--- src/rtl/timer_irq_gen.sv ---
// Machine-timer interrupt source: 64-bit mtime/mtimecmp pair plus CTRL.EN on a word bus.
// Optional build macro TIMER_PRESCALER_EN divides the mtime tick rate by PRESCALE.
module timer_irq_gen #(
    parameter logic [31:0] BASE_ADDR = 32'h0200_0000,
    parameter int          PRESCALE  = 1
) (
    input  logic        clk,
    input  logic        rst,
    input  logic [31:0] addr,
    input  logic        wr_en,
    input  logic        rd_en,
    input  logic [31:0] wdata,
    output logic [31:0] rdata,
    output logic        time_interupt
);

    // Bus access: wr_en/rd_en are single-cycle full-word strobes with no stall;
    // a write commits on the clock edge ending the strobe cycle, a read is combinational.
    localparam logic [2:0] SEL_MTIME_LO = 3'd0;
    localparam logic [2:0] SEL_MTIME_HI = 3'd1;
    localparam logic [2:0] SEL_CMP_LO   = 3'd2;
    localparam logic [2:0] SEL_CMP_HI   = 3'd3;
    localparam logic [2:0] SEL_CTRL     = 3'd4;

    logic [63:0] mtime;
    logic [63:0] mtimecmp;
    logic        en;

    logic        hit;
    logic [2:0]  sel;
    logic        wr_hit;
    logic        wr_mtime_lo;
    logic        wr_mtime_hi;
    logic        wr_cmp_lo;
    logic        wr_cmp_hi;
    logic        wr_ctrl;
    logic        wr_ctrl_clr;
    logic        tick;
    logic        inc;
    logic        unused_addr_bits;

    assign hit              = (addr[31:5] == BASE_ADDR[31:5]);
    assign sel              = addr[4:2];
    assign unused_addr_bits = ^addr[1:0];

    assign wr_hit      = wr_en & hit;
    assign wr_mtime_lo = wr_hit & (sel == SEL_MTIME_LO);
    assign wr_mtime_hi = wr_hit & (sel == SEL_MTIME_HI);
    assign wr_cmp_lo   = wr_hit & (sel == SEL_CMP_LO);
    assign wr_cmp_hi   = wr_hit & (sel == SEL_CMP_HI);
    assign wr_ctrl     = wr_hit & (sel == SEL_CTRL);
    assign wr_ctrl_clr = wr_ctrl & ~wdata[0];

`ifdef TIMER_PRESCALER_EN
    localparam logic [15:0] PRESCALE_TOP = 16'(PRESCALE - 1);

    logic [15:0] pre_cnt;

    assign tick = en & (pre_cnt == PRESCALE_TOP);

    always_ff @(posedge clk or posedge rst) begin
        if (rst) begin
            pre_cnt <= 16'd0;
        end else if (!en || wr_mtime_lo || wr_mtime_hi || wr_ctrl_clr || tick) begin
            pre_cnt <= 16'd0;
        end else begin
            pre_cnt <= pre_cnt + 16'd1;
        end
    end
`else
    assign tick = en;
`endif

    // Any mtime write, or disabling in this cycle, suppresses the pending increment.
    assign inc = tick & ~wr_mtime_lo & ~wr_mtime_hi & ~wr_ctrl_clr;

    always_ff @(posedge clk or posedge rst) begin
        if (rst) begin
            mtime <= 64'd0;
        end else if (wr_mtime_lo) begin
            mtime[31:0] <= wdata;
        end else if (wr_mtime_hi) begin
            mtime[63:32] <= wdata;
        end else if (inc) begin
            mtime <= mtime + 64'd1;
        end
    end

    always_ff @(posedge clk or posedge rst) begin
        if (rst) begin
            mtimecmp <= 64'hFFFF_FFFF_FFFF_FFFF;
        end else if (wr_cmp_lo) begin
            mtimecmp[31:0] <= wdata;
        end else if (wr_cmp_hi) begin
            mtimecmp[63:32] <= wdata;
        end
    end

    always_ff @(posedge clk or posedge rst) begin
        if (rst) begin
            en <= 1'b0;
        end else if (wr_ctrl) begin
            en <= wdata[0];
        end
    end

    always_ff @(posedge clk or posedge rst) begin
        if (rst) begin
            time_interupt <= 1'b0;
        end else begin
            time_interupt <= en & (mtime >= mtimecmp);
        end
    end

    always_comb begin
        rdata = 32'h0;
        if (rd_en && hit) begin
            case (sel)
                SEL_MTIME_LO: rdata = mtime[31:0];
                SEL_MTIME_HI: rdata = mtime[63:32];
                SEL_CMP_LO:   rdata = mtimecmp[31:0];
                SEL_CMP_HI:   rdata = mtimecmp[63:32];
                SEL_CTRL:     rdata = {31'd0, en};
                default:      rdata = 32'h0;
            endcase
        end
    end

endmodule

--- config.mk ---
export PLATFORM = sky130hd
export DESIGN_NAME = timer_irq_gen
export DESIGN_NICKNAME = d
export VERILOG_FILES = /design/src/rtl/timer_irq_gen.sv
export SDC_FILE = /design/constraint.sdc
export NUM_CORES = 1
export LEC_CHECK = 0
export CAP_MARGIN = 20
export CORE_ASPECT_RATIO = 1.4
export CORE_MARGIN = 4
export CORE_UTILIZATION = 50
export CTS_CLUSTER_DIAMETER = 50
export DETAILED_ROUTE_END_ITERATION = 6
export PLACE_DENSITY = 0.72
export REMOVE_ABC_BUFFERS = 1
export SLEW_MARGIN = 0
export SYNTH_ARGS = -nofsm -noshare
export SYNTH_HDL_FRONTEND = slang
export SYNTH_SLANG_ARGS = --single-unit
export TNS_END_PERCENT = 1
--- constraint.sdc ---
create_clock -name clk -period 6.73 [get_ports clk]
set_clock_uncertainty 0.15 [all_clocks]
set_input_delay 0.673 -clock clk [delete_from_list [all_inputs] [get_ports clk]]
set_output_delay 0.673 -clock clk [all_outputs]
set_load 0.005 [all_outputs]
; ---- After elaboration in Yosys (flattened, before gate mapping)
; Index checks and enable logic that the tools add are counted.
[word_totals]
in_bits = 68
out_inout_bits = 33
reg_bits = 130
word_cells = 43
[op_classes]
n_mux = 6
n_bitwise = 16
eq_ne = 6
order_cmp = 1
addsub = 1
reduce_logical = 7
[ops]
columns = op, count
row1 = case mux 32 bit (5 select lines), 1
row2 = two-way mux 32 bit, 4
row3 = "adder 64 x 1 -> 64 bit, second input constant", 1
row4 = >= comparator 64 bit, 1
row5 = two-way mux 64 bit, 1
row6 = "== test 27 x 21 -> 1 bit, second input constant", 1
row7 = AND 1 bit, 11
row8 = "== test 3 x 2 -> 1 bit, second input constant", 2
row9 = AND reduction 2 bit, 3
row10 = NOT 1 bit, 5
row11 = nonzero test 2 bit, 2
row12 = "== test 3 x 1 -> 1 bit, second input constant", 1
row13 = "== test 3 bit, second input constant", 1
row14 = zero test 3 bit, 1
row15 = "!= test 2 bit, second input constant", 1
row16 = logical AND 1 bit, 1

; ---- Logic depth before layout (Yosys ltp)
; Gate-level depths: netlist of run 1.
[logic_depth]
word_depth = 10
ltp_mapped = 8
ltp_nobuf = 8

; ---- Least setup slack after synthesis of run 1
; Ideal clock, no wire load.
[synth_path]
path_kind = input port to flip-flop
from = input port addr[4]
to = register mtime[19]
cell_stages = 8
arrival_ns = 2.601
setup_time_ns = 0.083
path_slack_ns = 3.896
required_time_ns = 6.497
cell_sequence = clkbuf_1 -> or3b_1 -> a21o_1 -> o41ai_1 -> clkbuf_1 -> nor4_1 -> xnor2_1 -> o21ai_0
[synth_via]
elab_chain_len = 8
word_cells_on_any_way = 17
classes_between = eq/ne (3) / mux (1) / bitwise (10) / reduce/logical (3)
[synth_lines]
columns = element, line_no
row1 = start: declaration, 9  ; input logic [31:0] addr,
row2 = zero test 3 bit, 47  ; assign wr_mtime_lo = wr_hit & (sel == SEL_MTIME_LO);
row3 = AND 1 bit, 47
row4 = NOT 1 bit, 75  ; assign inc = tick & ~wr_mtime_lo & ~wr_mtime_hi & ~wr_ctrl_clr;
row5 = AND 1 bit (3 in a row), 75
row6 = nonzero test 2 bit (no line), -
row7 = AND reduction 2 bit (no line), -
row8 = end signal: assignment, 81  ; mtime[31:0] <= wdata;
row9 = end signal: assignment, 85  ; mtime <= mtime + 64'd1;
row10 = end: declaration, 25  ; logic [63:0] mtime;
; Several ways; a longest one is shown, not always the timed one.
; A chain may end at the register's enable or synchronous reset.

; ---- Final worst setup path of run 1
[layout_path]
from = input port addr[4]
to = output port rdata[7]
[layout_via]
elab_chain_len = 3
word_cells_on_any_way = 7
classes_between = eq/ne (4) / mux (2) / reduce/logical (1)
[layout_lines]
columns = element, line_no
row1 = "== test 3 bit, or another cell as far along", 118  ; case (sel)
row2 = case mux 32 bit (5 select lines) *, 118
row3 = two-way mux 32 bit *, 117  ; if (rd_en && hit) begin
row4 = end: declaration, 13  ; output logic [31:0] rdata,
; Every way passes the cells marked *; elsewhere a longest branch is shown, timed or not.

==> results of run 1 <==
-- critical path: cells and delay by family --
| kind | cells | cell delay [ps] |
|---|---|---|
| compound gates | 2 | 410 |
| buf+inv | 3 | 1570 |
| simple gates | 2 | 1060 |
-- per-stage QoR --
step / power [mW] / hold WS (ps) / setup WS, ps
floorplan: 0.819 / 401 / 1910
detailed placement: 0.884 / 470 / 2190
finish: 1.87 / 476 / 2180
global placement: 0.884 / 449 / 2240
CTS: 1.87 / 478 / 2160
global route: 1.93 / 485 / 2100
-- layout make-up --
class | count | area [um^2] | area share [%]
repair buffers | 112 | 1120 | 10.4
multi-input cells | 699 | 5020 | 46.9
clock inverters | 13 | 185 | 1.73
well taps | 236 | 295 | 2.75
inverters | 85 | 322 | 3.00
flip-flops and latches | 130 | 3330 | 31.1
clock buffers | 19 | 443 | 4.13
-- final timing paths --
check                       startpoint           end  slack, ps  cells past startpoint
max in group asynchronous          rst  mtimecmp[50]       4790                      4
hold reg to reg            mtimecmp[3]   mtimecmp[3]        480                      1
setup / recovery               addr[4]      rdata[7]       2180                      7
hold / removal             mtimecmp[3]   mtimecmp[3]        480                      1
min in group asynchronous          rst     mtime[26]        550                      2
setup reg to reg              mtime[1]     mtime[40]       3250                      8
-- cells in the final DEF (no fill, tap or decap), drive strengths merged, types with 5 or more instances in the layout --
master,count
a21o,8
a21oi,81
a22oi,64
and3,6
buf,14
clkbuf,19
clkdlybuf4s50,98
clkinvlp,5
dfrtp,66
dfstp,64
ha,65
inv,85
mux2,68
nand2,74
nand3,27
nand4,26
nand4b,6
nor2,44
nor3,33
nor3b,6
nor4,34
o21ai,47
or2,6
or3,5
xnor2,53
xor2,8
-- logic make-up (layout without fill, tap and decap cells) --
| family | Yosys count | after routing | synth area share (%) |
|---|---|---|---|
| fa+ha+maj | 65 | 65 | 9.21 |
| mux | 72 | 72 | 9.12 |
| flops | 130 | 130 | 37.7 |
| xor+xnor | 61 | 61 | 6.05 |
| compound gates | 213 | 213 | 14.6 |
| simple gates | 288 | 288 | 17.5 |
| buf+inv | 133 | 229 | 5.78 |
-- sequential cells by signal (all words and copies together), names as in the netlist --
signal	cells
mtime	64
mtimecmp	64
en	1
time_interupt	1
-- report_power, final --
group          total [mW]  internal, mW  leakage, nW  switching (mW)
registers           0.784         0.784         1.57    0.0000000608
clock network       0.991         0.628        0.291           0.363
logic              0.0899        0.0407         2.17          0.0491
total                1.87          1.45         4.04           0.412
-- metal layers --
| layer | track usage [%] | part of all wire (%) | up-vias |
|---|---|---|---|
| li1 | - | - | 3643 |
| met1 | 31.9 | 39 | 3788 |
| met2 | 46.4 | 51 | 321 |
| met3 | 4.94 | 6.5 | 82 |
| met4 | 12.7 | 3.9 | 0 |
| met5 | 0 | 0 | - |
==> results.sh, run 1 <==
export IMPL_cts_made_buffers=17
export IMPL_path_cells="clkdlybuf4s50_1 -> nand2b_1 -> nor2_2 -> buf_4 -> a22oi_1 -> a21oi_1 -> clkdlybuf4s50_1"
export IMPL_fp_row_count=57
export IMPL_finalHoldViolations=0
export IMPL_clockBufferDepth=2
export IMPL_grt_ovfl_total=0
export IMPL_ant_nets=0
export IMPL_vdd_drop_max_mv=0.155
export IMPL_antenna_found_initial=0
export IMPL_drive_above_1_share_pct=19.1
export IMPL_cap_violations=0
export IMPL_fill_cells=1535
export IMPL_synth_edf_count=0
export IMPL_powerDensity_nw_per_um2=174
export IMPL_ys_flop_type="dfrtp_1"
export IMPL_synth_most_common_cell="inv_1"
export IMPL_drt_iter0_drc=547
export IMPL_io_pins=101
export IMPL_htreeDepth=4
export IMPL_cts_resized_gates=0
export IMPL_wl_per_cell_um=20.2
export IMPL_report_final_setup_viol=0
export IMPL_ys_ff_latch=130
export IMPL_yosysTopAreaCellShare_pct=19.0
export IMPL_dieArea_um2=19900
export IMPL_critPathLaunchType="primary input"
export IMPL_async_reset_ff_share_pct=100
export IMPL_die_w_um=120
export IMPL_hpwl_mm=17.3
export IMPL_required_ps=5910
export IMPL_finalCriticalPeriod_ps=4550
export IMPL_port_buffers=98
export IMPL_synth_area_leaders="dfstp_2 19%, dfrtp_1 19%, ha_1 9.2%"
export IMPL_crit_arrival_ps=3730
export IMPL_via_count=7834
export IMPL_finalNetCount=1178
export IMPL_worstSetupPathType="primary input to output port"
export IMPL_core_area_um2=17300
export IMPL_slew_headroom_pct=29.9
export IMPL_postSynthAreaPerCell_um2=9.18
export IMPL_endpoint_kind="output port"
export IMPL_grt_max_degree=80
export IMPL_yosysWarningCount=0
export IMPL_total_leakage_power_nw=4.04
export IMPL_crit_top_cell="clkdlybuf4s50_1"
export IMPL_die_h_um=165
export IMPL_yosysSeqAreaShare_pct=37.7
export IMPL_synth_area_um2=8830
export IMPL_first_global_vias=8027
export IMPL_finish_utilization_pct=61.9
export IMPL_hold_buffers=0
export IMPL_antennaDiodeCount=0
export IMPL_tightestPinTransition_ps=1040
export IMPL_viasPerCell=6.05
export IMPL_crit_slowest_cell="nor2_2"
export IMPL_syn_to_final_growth_pct=21.4
export IMPL_synth_cells=962
export IMPL_crit_fanout=17
export IMPL_path_clk_slew_ps=50
export IMPL_post_cts_buffers=0
export IMPL_insertion_delay_ps=430
export IMPL_synth_common_cells="85 x inv_1, 81 x a21oi_1, 74 x nand2_1"
export IMPL_outcome="completed"
export IMPL_grt_pass1_wl_mm=41.5
export IMPL_wirelength_mm=26.1
export IMPL_initial_core_util_pct=51.0
export IMPL_hold_path_class="register to register"
export IMPL_clock_sinks=130
export IMPL_root_buffer="clkbuf_16"
export IMPL_cpPeakStageDelay_ps=790
export IMPL_fin_cells=1294
export IMPL_fin_setup_tns_ps=0
export IMPL_drc=0
export IMPL_post_route_cell_area_um2=10700
export IMPL_synth_distinct_cells=48
export IMPL_grtUsageTotal_pct=26.7
export IMPL_rsz0062_at_grt="no"
export IMPL_yosys_area_top_type="dfstp_2"
export IMPL_firstDrtPassIters=5
export IMPL_postPlaceCellArea_um2=10000
export IMPL_dp_cells=1260
export IMPL_gp_congestion=0.867
export IMPL_cts_tree="done"
export IMPL_slew_viol_final=0
export IMPL_period_share_pct=67.6
export IMPL_fmax_mhz=220
Note: power is estimated with default switching activity, not from simulation.
==> inputs of run 2 (changes only) <==
==> constraint.sdc (replaced) <==
create_clock -name clk -period 4.2 [get_ports clk]
set_clock_uncertainty 0.15 [all_clocks]
set_input_delay 0.42 -clock clk [delete_from_list [all_inputs] [get_ports clk]]
set_output_delay 0.42 -clock clk [all_outputs]
set_load 0.005 [all_outputs]
==> run 2 against run 1 <==
  * First-iteration DRC count is 7.5% higher
  * Register-to-register slack worse by 2100 ps
  * Global-route usage is 0.36 points higher
  * Sequential share of layout area hardly changed
  * Combinational power is 58% higher
  * Clock power is 53% higher
  * Routed wire length is 0.18% lower
==> results.sh, run 2 (synthesis results as in run 1) <==
export IMPL_grtUsageTotal_pct=27.0
export IMPL_via_count=7861
export IMPL_cts_made_buffers=17
export IMPL_io_pins=101
export IMPL_reg_top3="mtime: 64 flops, mtimecmp: 64 flops"
export IMPL_drc=0
export IMPL_period_share_pct=80.9
export IMPL_crit_fanout=33
export IMPL_crit_slowest_cell="clkdlybuf4s50_1"
export IMPL_grt_pass1_wl_mm=41.9
export IMPL_post_cts_buffers=0
export IMPL_htreeDepth=4
export IMPL_slew_headroom_pct=31.9
export IMPL_report_final_setup_viol=0
export IMPL_rsz0062_at_grt="no"
export IMPL_drive_above_1_share_pct=19.3
export IMPL_busiest_layer="met2"
export IMPL_final_common_cell="clkdlybuf4s50_1"
export IMPL_cts_tree="done"
export IMPL_layout_setup_ws_ps=804
export IMPL_clock_sinks=130
export IMPL_cts_resized_gates=0
export IMPL_initial_core_util_pct=51.0
export IMPL_grt_ovfl_total=0
export IMPL_layout_common_cells="98 x clkdlybuf4s50_1, 84 x inv_1, 81 x a21oi_1"
export IMPL_finalNetCount=1181
export IMPL_port_buffers=98
export IMPL_grtUsageMet2_pct=48.0
export IMPL_die_h_um=165
export IMPL_vdd_drop_max_mv=0.214
export IMPL_fp_row_count=57
export IMPL_slew_viol_final=0
export IMPL_die_w_um=120
export IMPL_finalCriticalPeriod_ps=3400
export IMPL_drt_iter0_drc=588
export IMPL_r2r_end="mtime[40]"
export IMPL_critPathLaunchType="primary input"
export IMPL_wirelength_mm=26.0
export IMPL_ant_nets=0
export IMPL_crit_start="addr[4]"
export IMPL_hpwl_mm=17.6
export IMPL_syn_to_final_growth_pct=21.3
export IMPL_core_area_um2=17300
export IMPL_path_cells="clkdlybuf4s50_1 -> nand2b_1 -> nor2_2 -> buf_4 -> a22oi_1 -> a21oi_1 -> clkdlybuf4s50_1"
export IMPL_crit_top_cell="clkdlybuf4s50_1"
export IMPL_critPathBufInv=3
export IMPL_viasPerCell=6.07
export IMPL_endpoint_kind="output port"
export IMPL_hold_buffers=0
export IMPL_crit_arrival_ps=2830
export IMPL_grt_use_met3_pct=4.70
export IMPL_fmax_mhz=294
export IMPL_wl_per_cell_um=20.1
export IMPL_required_ps=3630
export IMPL_root_buffer="clkbuf_16"
export IMPL_cap_violations=0
export IMPL_worstSetupEndpoint="rdata[23]"
export IMPL_rrSetupSlack_ps=1140
export IMPL_path_clk_slew_ps=60
export IMPL_antennaDiodeCount=0
export IMPL_worst_path_dominant_cell_family="buffers and inverters"
export IMPL_powerDensity_nw_per_um2=273
export IMPL_total_leakage_power_nw=4.06
export IMPL_cp_depth=7
export IMPL_cpPeakStageDelay_ps=600
export IMPL_outcome="completed"
export IMPL_insertion_delay_ps=430
export IMPL_gp_congestion=0.860
export IMPL_rr_worst_depth=8
export IMPL_tightestPinTransition_ps=996
export IMPL_dieArea_um2=19900
export IMPL_r2r_start="mtime[1]"
export IMPL_grt_max_degree=75
export IMPL_grt_use_met1_pct=31.9
export IMPL_place_worst_setup_slack_ps=827
export IMPL_antenna_found_initial=0
export IMPL_fin_setup_tns_ps=0
export IMPL_clockBufferDepth=2
export IMPL_firstDrtPassIters=5
export IMPL_first_global_vias=7994
export IMPL_worstSetupPathType="primary input to output port"
export IMPL_hold_path_class="primary input to asynchronous set/reset pin"
export IMPL_finalHoldViolations=0
==> run 2: cell count changes in the layout (fill, tap and decap cells not counted), sizes merged <==
cell / before / now
buf: 14 / 17
bufinv: 4 / 3
clkinv: 4 / 6
clkbuf: 19 / 20
clkinvlp: 5 / 2
==> run 2: worst min-delay path by stage <==
| stage | end | slack [ps] | cells after the start |
|---|---|---|---|
| after CTS | mtime[28] | 350 | 2 |
| after global routing | mtime[28] | 380 | 2 |
| after detailed placement | mtime[63] | 460 | 2 |
| final | mtime[28] | 320 | 2 |
| after floorplan | mtime[0] | 390 | 2 |
| after global placement | mtime[63] | 450 | 2 |
==> run 2: layout make-up <==
cell class,instances,area (um^2)
Inverter,85,322
Timing Repair Buffer,115,1130
Multi-Input combinational cell,699,5020
Sequential cell,130,3330
Clock buffer,20,467
Fill cell,1488,6620
Tap cell,236,295
Clock inverter,11,135
==> run 2: per-layer routing <==
metal  part of all wire [%]  up-vias
met5                      0        -
met3                    5.5       75
met4                    3.6        0
met2                     52      280
li1                       -     3647
met1                     39     3859
==> run 2: per-stage QoR <==
step / hold WS [ps] / utilization [%] / cell area [um^2] / cells / total power [mW]
2_1_floorplan: 387 / - / 8640 / 914 / 1.31
3_3_place_gp: 453 / 58.3 / 10100 / 1265 / 1.42
3_5_place_dp: 464 / 58.3 / 10100 / 1265 / 1.42
4_1_cts: 347 / 61.8 / 10700 / 1296 / 2.94
5_1_grt: 379 / 61.8 / 10700 / 1296 / 3.00
6_report: 317 / 61.8 / 10700 / 1296 / 2.92
==> run 2: power breakdown <==
group          total [mW]  internal, mW  leakage (nW)  switching (mW)
Sequential           1.26          1.26          1.57    0.0000000978
Clock                1.52         0.969         0.297           0.555
Combinational       0.142        0.0639          2.19          0.0781
